`src/rtl/count_monitor.sv`:
```
// Checks a wrapping counter stream, timestamps wrap and sequence-error events,
// and queues them in a small first-word-fall-through FIFO with drop counting.
module count_monitor #(
    parameter int CW        = 16,
    parameter int MAX_COUNT = 10,
    parameter int TW        = 16,
    parameter int DEPTH     = 4
) (
    input  logic                     i_clk,
    input  logic                     i_rst_n,
    input  logic [CW-1:0]            i_count,
    input  logic                     i_count_rst,
    output logic                     o_valid,
    input  logic                     i_ready,
    output logic [1:0]               o_event_type,
    output logic [TW-1:0]            o_event_time,
    output logic [$clog2(DEPTH):0]   o_fill,
    output logic [7:0]               o_drop_cnt
);

    localparam int AW = $clog2(DEPTH);

    localparam logic [0:0] S_UNSYNC = 1'b0;
    localparam logic [0:0] S_TRACK  = 1'b1;

    localparam logic [1:0] EV_WRAP = 2'b01;
    localparam logic [1:0] EV_SEQ  = 2'b10;

    localparam logic [CW-1:0] MAXC = CW'(MAX_COUNT);
    localparam logic [AW:0]   FULL = (AW+1)'(DEPTH);

    logic [0:0]    state_q, state_d;
    logic [CW-1:0] prev_q;
    logic          skip_q;
    logic [TW-1:0] ts_q;
    logic [AW-1:0] wr_q, rd_q;
    logic [AW:0]   fill_q, fill_d;
    logic [7:0]    drop_q;

    logic [1:0]    mem_type_q [DEPTH];
    logic [TW-1:0] mem_time_q [DEPTH];

    logic [CW-1:0] exp_count;
    logic          evt_vld;
    logic [1:0]    evt_type;
    logic          push, pop, drop;

    always_comb begin
        state_d   = state_q;
        evt_vld   = 1'b0;
        evt_type  = EV_WRAP;
        exp_count = (prev_q == MAXC) ? '0 : prev_q + 1'b1;
        case (state_q)
            S_UNSYNC: state_d = S_TRACK;
            S_TRACK: begin
                // WRAP is checked first; it would also satisfy the expected value
                if (!skip_q) begin
                    if (prev_q == MAXC && i_count == '0) begin
                        evt_vld  = 1'b1;
                        evt_type = EV_WRAP;
                    end else if (i_count != exp_count) begin
                        evt_vld  = 1'b1;
                        evt_type = EV_SEQ;
                    end
                end
            end
            default: state_d = S_UNSYNC;
        endcase
    end

    assign o_valid = (fill_q != '0);
    assign pop     = o_valid & i_ready;
    assign push    = evt_vld & ((fill_q != FULL) | pop);
    assign drop    = evt_vld & (fill_q == FULL) & ~pop;

    always_comb begin
        fill_d = fill_q;
        case ({push, pop})
            2'b10:   fill_d = fill_q + 1'b1;
            2'b01:   fill_d = fill_q - 1'b1;
            default: fill_d = fill_q;
        endcase
    end

    always_ff @(posedge i_clk) begin
        if (!i_rst_n) begin
            state_q <= S_UNSYNC;
            prev_q  <= '0;
            skip_q  <= 1'b0;
            ts_q    <= '0;
            wr_q    <= '0;
            rd_q    <= '0;
            fill_q  <= '0;
            drop_q  <= '0;
        end else begin
            state_q <= state_d;
            prev_q  <= i_count;
            skip_q  <= i_count_rst;
            ts_q    <= ts_q + 1'b1;
            fill_q  <= fill_d;
            if (push) wr_q <= wr_q + 1'b1;
            if (pop)  rd_q <= rd_q + 1'b1;
            if (drop && drop_q != 8'hFF) drop_q <= drop_q + 1'b1;
        end
    end

    always_ff @(posedge i_clk) begin
        if (push) begin
            mem_type_q[wr_q] <= evt_type;
            mem_time_q[wr_q] <= ts_q;
        end
    end

    assign o_event_type = o_valid ? mem_type_q[rd_q] : '0;
    assign o_event_time = o_valid ? mem_time_q[rd_q] : '0;
    assign o_fill       = fill_q;
    assign o_drop_cnt   = drop_q;

endmodule
```
`config.mk`:
```
export PLATFORM = sky130hd
export DESIGN_NAME = count_monitor
export DESIGN_NICKNAME = d
export VERILOG_FILES = /design/src/rtl/count_monitor.sv
export SDC_FILE = /design/constraint.sdc
export NUM_CORES = 1
export LEC_CHECK = 0
export BUFFER_PORTS_ARGS = -buffer_cell sky130_fd_sc_hd__buf_2
export CAP_MARGIN = 20
export CORE_ASPECT_RATIO = 1.1
export CORE_MARGIN = 1
export CORE_UTILIZATION = 35
export DETAILED_ROUTE_END_ITERATION = 10
export PLACE_DENSITY = 0.56
export SYNTH_ARGS = -nofsm -noshare
export SYNTH_HDL_FRONTEND = slang
export SYNTH_SLANG_ARGS = --single-unit
```
`constraint.sdc`:
```
create_clock -name i_clk -period 3.9 [get_ports i_clk]
set_clock_uncertainty 0.1 [all_clocks]
set_input_delay 0.975 -clock i_clk [delete_from_list [all_inputs] [get_ports i_clk]]
set_output_delay 0.975 -clock i_clk [all_outputs]
set_load 0.005 [all_outputs]
```
==> results of run 1 <==
[cells by family (layout without fill, tap and decap cells)]
| family | after synthesis | count (layout) | synth area share |
|---|---|---|---|
| AND/OR/NAND/NOR | 188 | 188 | 0.193 |
| flip-flops | 123 | 123 | 0.572 |
| AO/OA/AOI/OAI | 36 | 36 | 0.0488 |
| XOR/XNOR | 33 | 33 | 0.0519 |
| buffers and inverters | 29 | 98 | 0.0236 |
| multiplexers | 27 | 27 | 0.0890 |
| adder cells (fa/ha/maj) | 9 | 9 | 0.0216 |
[cell usage in the layout (no fill, tap or decap), drive strengths merged, types with 2 or more instances in the layout]
master	n
a21oi	7
and2	42
and3	6
and4	3
buf	57
clkbuf	18
clkinv	7
clkinvlp	4
dfxtp	51
edfxtp	72
ha	8
inv	11
mux2i	9
mux4	18
nand2	25
nand2b	5
nand3	19
nand3b	4
nand4	10
nand4b	2
nor2	36
nor3	7
nor3b	3
nor4	11
nor4b	3
o211a	3
o211ai	3
o21a	5
o21ai	7
or3	8
or4	2
xnor2	19
xor2	14
[tightest hold or removal path, delay by kind of cell (launching register included)]
kind,cells,cell delay (ps)
flops,1,330
simple gates,1,60
mux,1,60
[power breakdown]
part	internal, mW	switching, mW
registers	1.47	0.0708
logic	0.403	0.392
clock network	0.874	0.580
total	2.74	1.04
[synthesized netlist by cell type, drive strengths merged, types with 2 or more instances]
| library cell | number | area, um^2 |
|---|---|---|
| and3 | 6 | 37.5 |
| and2 | 42 | 263 |
| o21ai | 7 | 46.3 |
| clkbuf | 13 | 48.8 |
| o211ai | 3 | 22.5 |
| nand4b | 2 | 23.8 |
| nor3b | 3 | 22.5 |
| inv | 8 | 30.0 |
| nor4b | 3 | 26.3 |
| xnor2 | 19 | 166 |
| nand2 | 25 | 93.8 |
| nor2 | 36 | 135 |
| nand2b | 5 | 31.3 |
| nor4 | 11 | 103 |
| buf | 7 | 48.8 |
| a21oi | 7 | 38.8 |
| nand3 | 19 | 100 |
| and4 | 3 | 26.3 |
| o211a | 3 | 30.0 |
| mux2i | 9 | 90.1 |
| o21a | 5 | 37.5 |
| mux4 | 18 | 405 |
| nor3 | 7 | 35.0 |
| ha | 8 | 100 |
| or3 | 8 | 50.1 |
| xor2 | 14 | 123 |
| nand4 | 10 | 68.8 |
| edfxtp | 72 | 2160 |
| dfxtp | 51 | 1020 |
| nand3b | 4 | 30.0 |
| or4 | 2 | 15.0 |
[layer usage]
layer,track usage,up-vias
met3,0.0451,13
met5,0,-
met1,0.180,1733
met2,0.241,84
met4,0.0542,0
li1,-,1757
[through the flow]
stage	hold WS [ps]	power, mW	setup slack, ps
6_report	399	3.79	565
5_1_grt	429	4.00	333
4_1_cts	398	3.85	560
3_5_place_dp	382	2.39	276
3_3_place_gp	371	2.38	385
2_1_floorplan	349	2.08	662
[sequential cells by signal (all words and copies together), names as in the netlist, named ones only]
| name | flops |
|---|---|
| mem_time_q | 64 |
| mem_type_q | 8 |
| o_drop_cnt | 8 |
| o_fill | 3 |
| prev_q | 16 |
| rd_q | 2 |
| skip_q | 1 |
| state_q | 1 |
| ts_q | 16 |
| wr_q | 2 |
[cell type report]
cell class / count / area share
Tap cell: 196 / 0.0373
Multi-Input combinational cell: 293 / 0.343
Inverter: 9 / 0.00514
Clock inverter: 14 / 0.0185
Timing Repair Buffer: 57 / 0.0465
Sequential cell: 123 / 0.485
Clock buffer: 18 / 0.0653
[worst paths after layout]
path / start / to / slack, ps / depth (start not counted)
setup / recovery: prev_q[0] / o_fill[2] / 560 / 11
setup reg to reg: prev_q[0] / o_fill[2] / 560 / 11
hold reg to reg: o_drop_cnt[6] / o_drop_cnt[6] / 400 / 2
hold / removal: o_drop_cnt[6] / o_drop_cnt[6] / 400 / 2
==> results.cfg, run 1 <==
[sta]
fin_setup_tns_ps = 0
slew_violations = 0
relSlewSlack = 0.530
rsz0062_at_grt = no
setup_viol = 0
period_share = 0.855
final_hold_viol_count = 0
fmax_mhz = 300
tightest_slew_ps = 705
fin_crit_ps = 3340

[drt]
viasPerCell = 5.05
dr_wl_met3_um = 523
firstDrtPassIters = 5
top_layer = met4
ant_nets = 0
route.detailed.wl_per_inst_um = 15.7
initialDrtViolationCount = 149
wl_met2_um = 5380
dr_total_vias = 3587
met1_length_um = 5110
wl_um = 11100
drc_errors = 0

[clock_tree]
clkTransAtPathRegs_ps = 60
cts_sinks = 123
clk_latency_ps = 410
root_buffer = clkbuf_16
ctsHoldBuffers = 0
post-cts-setup-buffer-count = 0
cts_made_buffers = 17
post_cts_resized = 0
clock_path_buffers = 2
cts_tree = built
cts_max_level = 4

[global_routing]
grt_pass1_vias = 3605
grt_pass1_wl_um = 18100
grt_util_all_layers = 0.147
gr-total-overflow = 0
antenna_found_initial = 0
grt_max_degree = 33

[synth]
synth_flop_cell = edfxtp_1
ys_ff_latch = 123
ys_warn_count = 0
synth_area_mm2 = 0.00556
synth_fp_nets = 474
ys_seq_area_frac = 0.572
syn_avg_cell_area_um2 = 12.5
async_reset_ff_frac = 0
synth-edff-count = 72
synth_cell_type_count = 56
netlist_instances = 445

[place]
place_area_mm2 = 0.00602
gp_congestion = 0.792
dp_cells = 678
dpl.hpwl_um = 7250
port_buffers = 49

[floorplan]
core_mm2 = 0.0153
die_h_um = 134
die_w_um = 122
die-area_mm2 = 0.0164
rows = 47
io_pins = 50
start_util = 0.364

[critical_path]
cp_slowest_cell = dfxtp_1
critical_path_buf_inv_count = 0
start_kind = flip-flop
worstPathArrival_ps = 3540
critPathKind = flip-flop to flip-flop
cpLargestDelayFamily = simple AND/OR/NAND/NOR gates
end_kind = flip-flop
max_stage_delay_ps = 420
cp_data_required_time_ps = 4100
path_cells = ha_1, nand3_2, nor4_1, xnor2_1, nor4_2, nand4b_2, o21ai_4, fa_1, nand3b_1, mux2i_1, a311o_1
cp_max_fo = 5

[cells_and_area]
fin_area_mm2 = 0.00657
syn2layout_area_growth_pct = 18.0
nFillCells = 1447
fin_cells = 710
seq_area_mm2 = 0.00318
multi_input_comb_area_mm2 = 0.00225
num_antenna_cells = 0
layout.nets = 530
fin_util = 0.430
drive_gt1_frac = 0.228

[job]
maxCapViolCount = 0

[power_and_ir_drop]
irDropWorstVdd_v = 0.000335
power.density_mw_per_mm2 = 576
power.leakage_nw = 2.39

[hold_path]
hp-class = flip-flop to flip-flop

[outcome]
status = finished clean
Note: power is estimated with default switching activity, not from simulation.
==> inputs of run 2 (changes only) <==
--- a/config.mk
+++ b/config.mk
@@ -7,11 +7,13 @@
 export LEC_CHECK = 0
 export BUFFER_PORTS_ARGS = -buffer_cell sky130_fd_sc_hd__buf_2
 export CAP_MARGIN = 20
+export CELL_PAD_IN_SITES_DETAIL_PLACEMENT = 2
+export CELL_PAD_IN_SITES_GLOBAL_PLACEMENT = 2
 export CORE_ASPECT_RATIO = 1.1
 export CORE_MARGIN = 1
 export CORE_UTILIZATION = 35
 export DETAILED_ROUTE_END_ITERATION = 10
-export PLACE_DENSITY = 0.56
+export PLACE_DENSITY = 0.73
 export SYNTH_ARGS = -nofsm -noshare
 export SYNTH_HDL_FRONTEND = slang
 export SYNTH_SLANG_ARGS = --single-unit
==> results.cfg, run 2 (synthesis results as in run 1) <==
[outcome]
status = finished clean

[drt]
route.detailed.wl_per_inst_um = 19.5
viasPerCell = 5.24
firstDrtPassIters = 4
drc_errors = 0
dr_total_vias = 3723
initialDrtViolationCount = 138
ant_nets = 0
wl_um = 13900

[sta]
rsz0062_at_grt = no
period_share = 0.889
final_hold_viol_count = 0
fin_setup_tns_ps = 0
setup_slack_ps = 431
slew_violations = 0
tightest_slew_ps = 690
relSlewSlack = 0.540
fmax_mhz = 288
fin_crit_ps = 3470
setup_viol = 0

[place]
port_buffers = 49
gp_congestion = 0.721
dpl.hpwl_um = 9550
pre_cts_slack_ps = 270

[clock_tree]
cts_sinks = 123
cts_tree = built
clock_path_buffers = 2
ctsHoldBuffers = 0
clk_latency_ps = 420
clkTransAtPathRegs_ps = 60
root_buffer = clkbuf_16
cts_max_level = 4
post-cts-setup-buffer-count = 0
cts_made_buffers = 17
post_cts_resized = 0

[cells_and_area]
fin_util = 0.429
num_antenna_cells = 0
reg_top3 = mem_time_q (64), prev_q (16), ts_q (16)
final_cell_mix = 72 x edfxtp_1, 51 x dfxtp_1, 49 x buf_2
largest_register_ffs = 64
nFillCells = 1593
top_register = mem_time_q
layout_commonest_cell = edfxtp_1
syn2layout_area_growth_pct = 18.0
drive_gt1_frac = 0.235
layout.nets = 531

[global_routing]
grt_use_met2 = 0.330
grt_pass1_wl_um = 22500
met3_usage = 0.0463
antenna_found_initial = 0
grt_pass1_vias = 4208
grt_max_degree = 33
use_met1 = 0.214
top_usage_layer = met2
gr-total-overflow = 0
grt_util_all_layers = 0.186

[job]
maxCapViolCount = 0

[critical_path]
cp_data_required_time_ps = 4160
max_stage_delay_ps = 550
worstPathArrival_ps = 3730
start_kind = flip-flop
critical_path_buf_inv_count = 1
cp_max_fo = 5
critPathKind = flip-flop to flip-flop
cp_slowest_cell = nor4_1
cpLargestDelayFamily = simple AND/OR/NAND/NOR gates
end_kind = flip-flop
crit_top_cell = nand4_1
path_cells = inv_1, ha_1, nor4b_1, nand4_1, nor4_1, nor2_1, nand4_1, o21ai_4, fa_1, or3_1, mux2i_1, a311o_1

[floorplan]
die-area_mm2 = 0.0164
die_w_um = 122
die_h_um = 134
io_pins = 50
start_util = 0.364
rows = 47
core_mm2 = 0.0153

[power_and_ir_drop]
power.leakage_nw = 2.39
irDropWorstVdd_v = 0.000292
power.density_mw_per_mm2 = 580

[hold_path]
hp-class = flip-flop to flip-flop
-- run 2: final cells by class --
cell class | instances | area [um^2] | area share
clock buffers | 17 | 425 | 0.0648
flip-flops and latches | 123 | 3180 | 0.485
well taps | 196 | 245 | 0.0374
repair buffers | 58 | 313 | 0.0476
inverters | 9 | 33.8 | 0.00515
multi-input cells | 293 | 2250 | 0.343
clock inverters | 15 | 115 | 0.0175
-- run 2: path summary, 6_finish.rpt --
check	from	end	slack, ps	depth (start not counted)
max	prev_q[0]	o_fill[2]	430	12
min	o_drop_cnt[6]	o_drop_cnt[6]	390	2
max reg2reg	prev_q[0]	o_fill[2]	430	12
min reg2reg	o_drop_cnt[6]	o_drop_cnt[6]	390	2
-- run 2: stage by stage --
step | power, mW | hold slack, ps | std cells | instance area, um^2
floorplan | 2.08 | 349 | 445 | 5560
global placement | 2.38 | 368 | 679 | 6020
detailed placement | 2.43 | 390 | 679 | 6020
CTS | 3.88 | 400 | 711 | 6570
global route | 4.01 | 436 | 711 | 6570
finish | 3.81 | 388 | 711 | 6570
-- run 2: worst register-to-register path, stage by stage (launching register included) --
cell and delay [ps]:
dfxtp_1 360, inv_1 100, ha_1 140, nor4b_1 420, nand4_1 360, nor4_1 560
nor2_1 80, nand4_1 160, o21ai_4 80, fa_1 420, or3_1 360, mux2i_1 150
a311o_1 130
-- run 2: per-layer routing --
| metal | vias up | wire length, um | share of wire |
|---|---|---|---|
| met5 | - | 0 | 0 |
| met4 | 0 | 191 | 0.014 |
| met3 | 17 | 455 | 0.033 |
| met2 | 62 | 7420 | 0.54 |
| met1 | 1900 | 5800 | 0.42 |
| li1 | 1744 | - | - |
-- run 2: report_power, final --
| part | switching, mW | internal, mW |
|---|---|---|
| logic | 0.423 | 0.406 |
| clock network | 0.623 | 0.819 |
| registers | 0.0719 | 1.47 |
==> inputs of run 3 (changes only) <==
--- a/config.mk
+++ b/config.mk
@@ -5,6 +5,7 @@
 export SDC_FILE = /design/constraint.sdc
 export NUM_CORES = 1
 export LEC_CHECK = 0
+export ABC_AREA = 1
 export BUFFER_PORTS_ARGS = -buffer_cell sky130_fd_sc_hd__buf_2
 export CAP_MARGIN = 20
 export CELL_PAD_IN_SITES_DETAIL_PLACEMENT = 2
@@ -13,7 +14,7 @@
 export CORE_MARGIN = 1
 export CORE_UTILIZATION = 35
 export DETAILED_ROUTE_END_ITERATION = 10
-export PLACE_DENSITY = 0.73
+export PLACE_DENSITY = 0.8
 export SYNTH_ARGS = -nofsm -noshare
 export SYNTH_HDL_FRONTEND = slang
 export SYNTH_SLANG_ARGS = --single-unit
==> results.cfg, run 3 <==
[outcome]
status = finished clean

[critical_path]
start_kind = flip-flop
cp_data_required_time_ps = 2820
reg2reg_depth = 17
rr_startpoint = prev_q[0]
cp_max_fo = 36
cp_slowest_cell = inv_1
max_stage_delay_ps = 730
critPathKind = flip-flop to primary output
cpLargestDelayFamily = buffers and inverters
critical_path_buf_inv_count = 2
end_kind = primary output
worstPathArrival_ps = 2150
path_cells = inv_1, o21ai_0, a21oi_1, buf_2
worstReg2RegEnd = o_fill[2]
r2r_slack_ps = 880

[sta]
period_share = 0.826
worst_hold_slack_ps = 391
fmax_mhz = 310
relSlewSlack = 0.328
final_hold_viol_count = 0
tightest_slew_ps = 1010
setup_viol = 0
rsz0062_at_grt = no
fin_setup_tns_ps = 0
slew_violations = 0
fin_crit_ps = 3220

[global_routing]
grt_pass1_vias = 5072
grt_max_degree = 37
gr-total-overflow = 0
antenna_found_initial = 0
grt_pass1_wl_um = 26100
grt_util_all_layers = 0.210

[synth]
ys_seq_area_frac = 0.558
syn_avg_cell_area_um2 = 8.69
synth-edff-count = 72
synthTopCellsByCount = 130 x nor2_1, 117 x nand2_1, 74 x inv_1
async_reset_ff_frac = 0
synth.most_common_cell = nor2_1
synth_area_mm2 = 0.00570
synth_flop_cell = edfxtp_1
yosys-top-cells-area = edfxtp_1 38%, dfxtp_1 18%, nor2_1 8.6%
netlist_instances = 656
ys_warn_count = 0
synth_top_area_cell = edfxtp_1
synth_fp_nets = 685
ys_ff_latch = 123
synth_cell_type_count = 35
yosysTopAreaCellShare = 0.379

[clock_tree]
cts_max_level = 4
root_buffer = clkbuf_16
post_cts_resized = 0
ctsHoldBuffers = 0
clkTransAtPathRegs_ps = 60
cts_sinks = 123
cts_tree = built
post-cts-setup-buffer-count = 0
clk_latency_ps = 420
clock_path_buffers = 2
cts_made_buffers = 17

[cells_and_area]
layout.nets = 744
largest_register_ffs = 64
fin_area_mm2 = 0.00679
syn2layout_area_growth_pct = 19.1
layout_commonest_cell = nor2_1
fin_util = 0.430
nFillCells = 1796
top_register = mem_time_q
fin_cells = 928
final_cell_mix = 130 x nor2_1, 117 x nand2_1, 74 x inv_1
drive_gt1_frac = 0.166
reg_top3 = mem_time_q (64), prev_q (16), ts_q (16)
num_antenna_cells = 0

[floorplan]
rows = 48
die_w_um = 124
io_pins = 50
die-area_mm2 = 0.0168
start_util = 0.361
core_mm2 = 0.0158
die_h_um = 136

[power_and_ir_drop]
power.leakage_nw = 2.81
power.density_mw_per_mm2 = 555
irDropWorstVdd_v = 0.000228

[drt]
ant_nets = 0
dr_total_vias = 4598
route.detailed.wl_per_inst_um = 17.6
drc_errors = 0
viasPerCell = 4.95
firstDrtPassIters = 4
initialDrtViolationCount = 185
wl_um = 16300

[place]
gp_congestion = 0.863
port_buffers = 49
place_area_mm2 = 0.00617
dp_cells = 896
dpl.hpwl_um = 11800

[hold_path]
hold_start = rd_q[0]
hold_end = rd_q[0]
hp-class = flip-flop to flip-flop
holdPathStages = 1

[job]
maxCapViolCount = 0
[run 3: cell types whose count changed after synthesis, sizes merged, moves of 16 or more]
cell and delta:
nor2 +101, o21ai +42, inv +69, a21oi +31, mux4 -18, and2 -42, nand3 +16, nand2 +103
xnor2 -16
[run 3: how the worst max path moves through the flow]
| stage | cells past startpoint | end | slack [ps] |
|---|---|---|---|
| 2_1_floorplan | 9 | mem_time_q[0][0] | 720 |
| 3_3_place_gp | 14 | o_fill[2] | 740 |
| 3_5_place_dp | 14 | o_fill[2] | 680 |
| 4_1_cts | 5 | o_event_time[13] | 640 |
| 5_1_grt | 4 | o_event_time[6] | 490 |
| 6_report | 4 | o_event_time[6] | 680 |
[run 3: per-layer routing]
metal,track usage,up-vias,wire [um]
li1,-,2266,-
met1,0.228,2256,6590
met2,0.398,58,9040
met3,0.0457,18,433
met4,0.0616,0,243
met5,0,-,0
[run 3: cell families after synthesis]
group,after synthesis,share of synthesized area
AO/OA/AOI/OAI,89,0.0836
XOR/XNOR,13,0.0237
adder cells (fa/ha/maj),9,0.0211
buffers and inverters,96,0.0674
flip-flops,123,0.558
AND/OR/NAND/NOR,326,0.246
[run 3: final cells by class]
class                           count  area (um^2)  area share
Timing Repair Buffer               57          305      0.0450
Tap cell                          200          250      0.0369
Sequential cell                   123         3180       0.469
Multi-Input combinational cell    437         2130       0.314
Clock inverter                     15          195      0.0287
Inverter                           79          297      0.0437
Clock buffer                       17          425      0.0626
[run 3: metrics by stage]
step | power, mW | worst slack, ps
2_1_floorplan | 1.87 | 722
3_3_place_gp | 2.10 | 737
3_5_place_dp | 2.15 | 678
4_1_cts | 3.82 | 639
5_1_grt | 3.95 | 492
6_report | 3.77 | 679
[run 3: report_power, final]
part | internal [mW] | leakage, nW | total (mW) | switching (mW)
combinational | 0.208 | 1.46 | 0.615 | 0.406
sequential | 1.44 | 1.05 | 1.50 | 0.0544
clock | 1.07 | 0.295 | 1.66 | 0.588
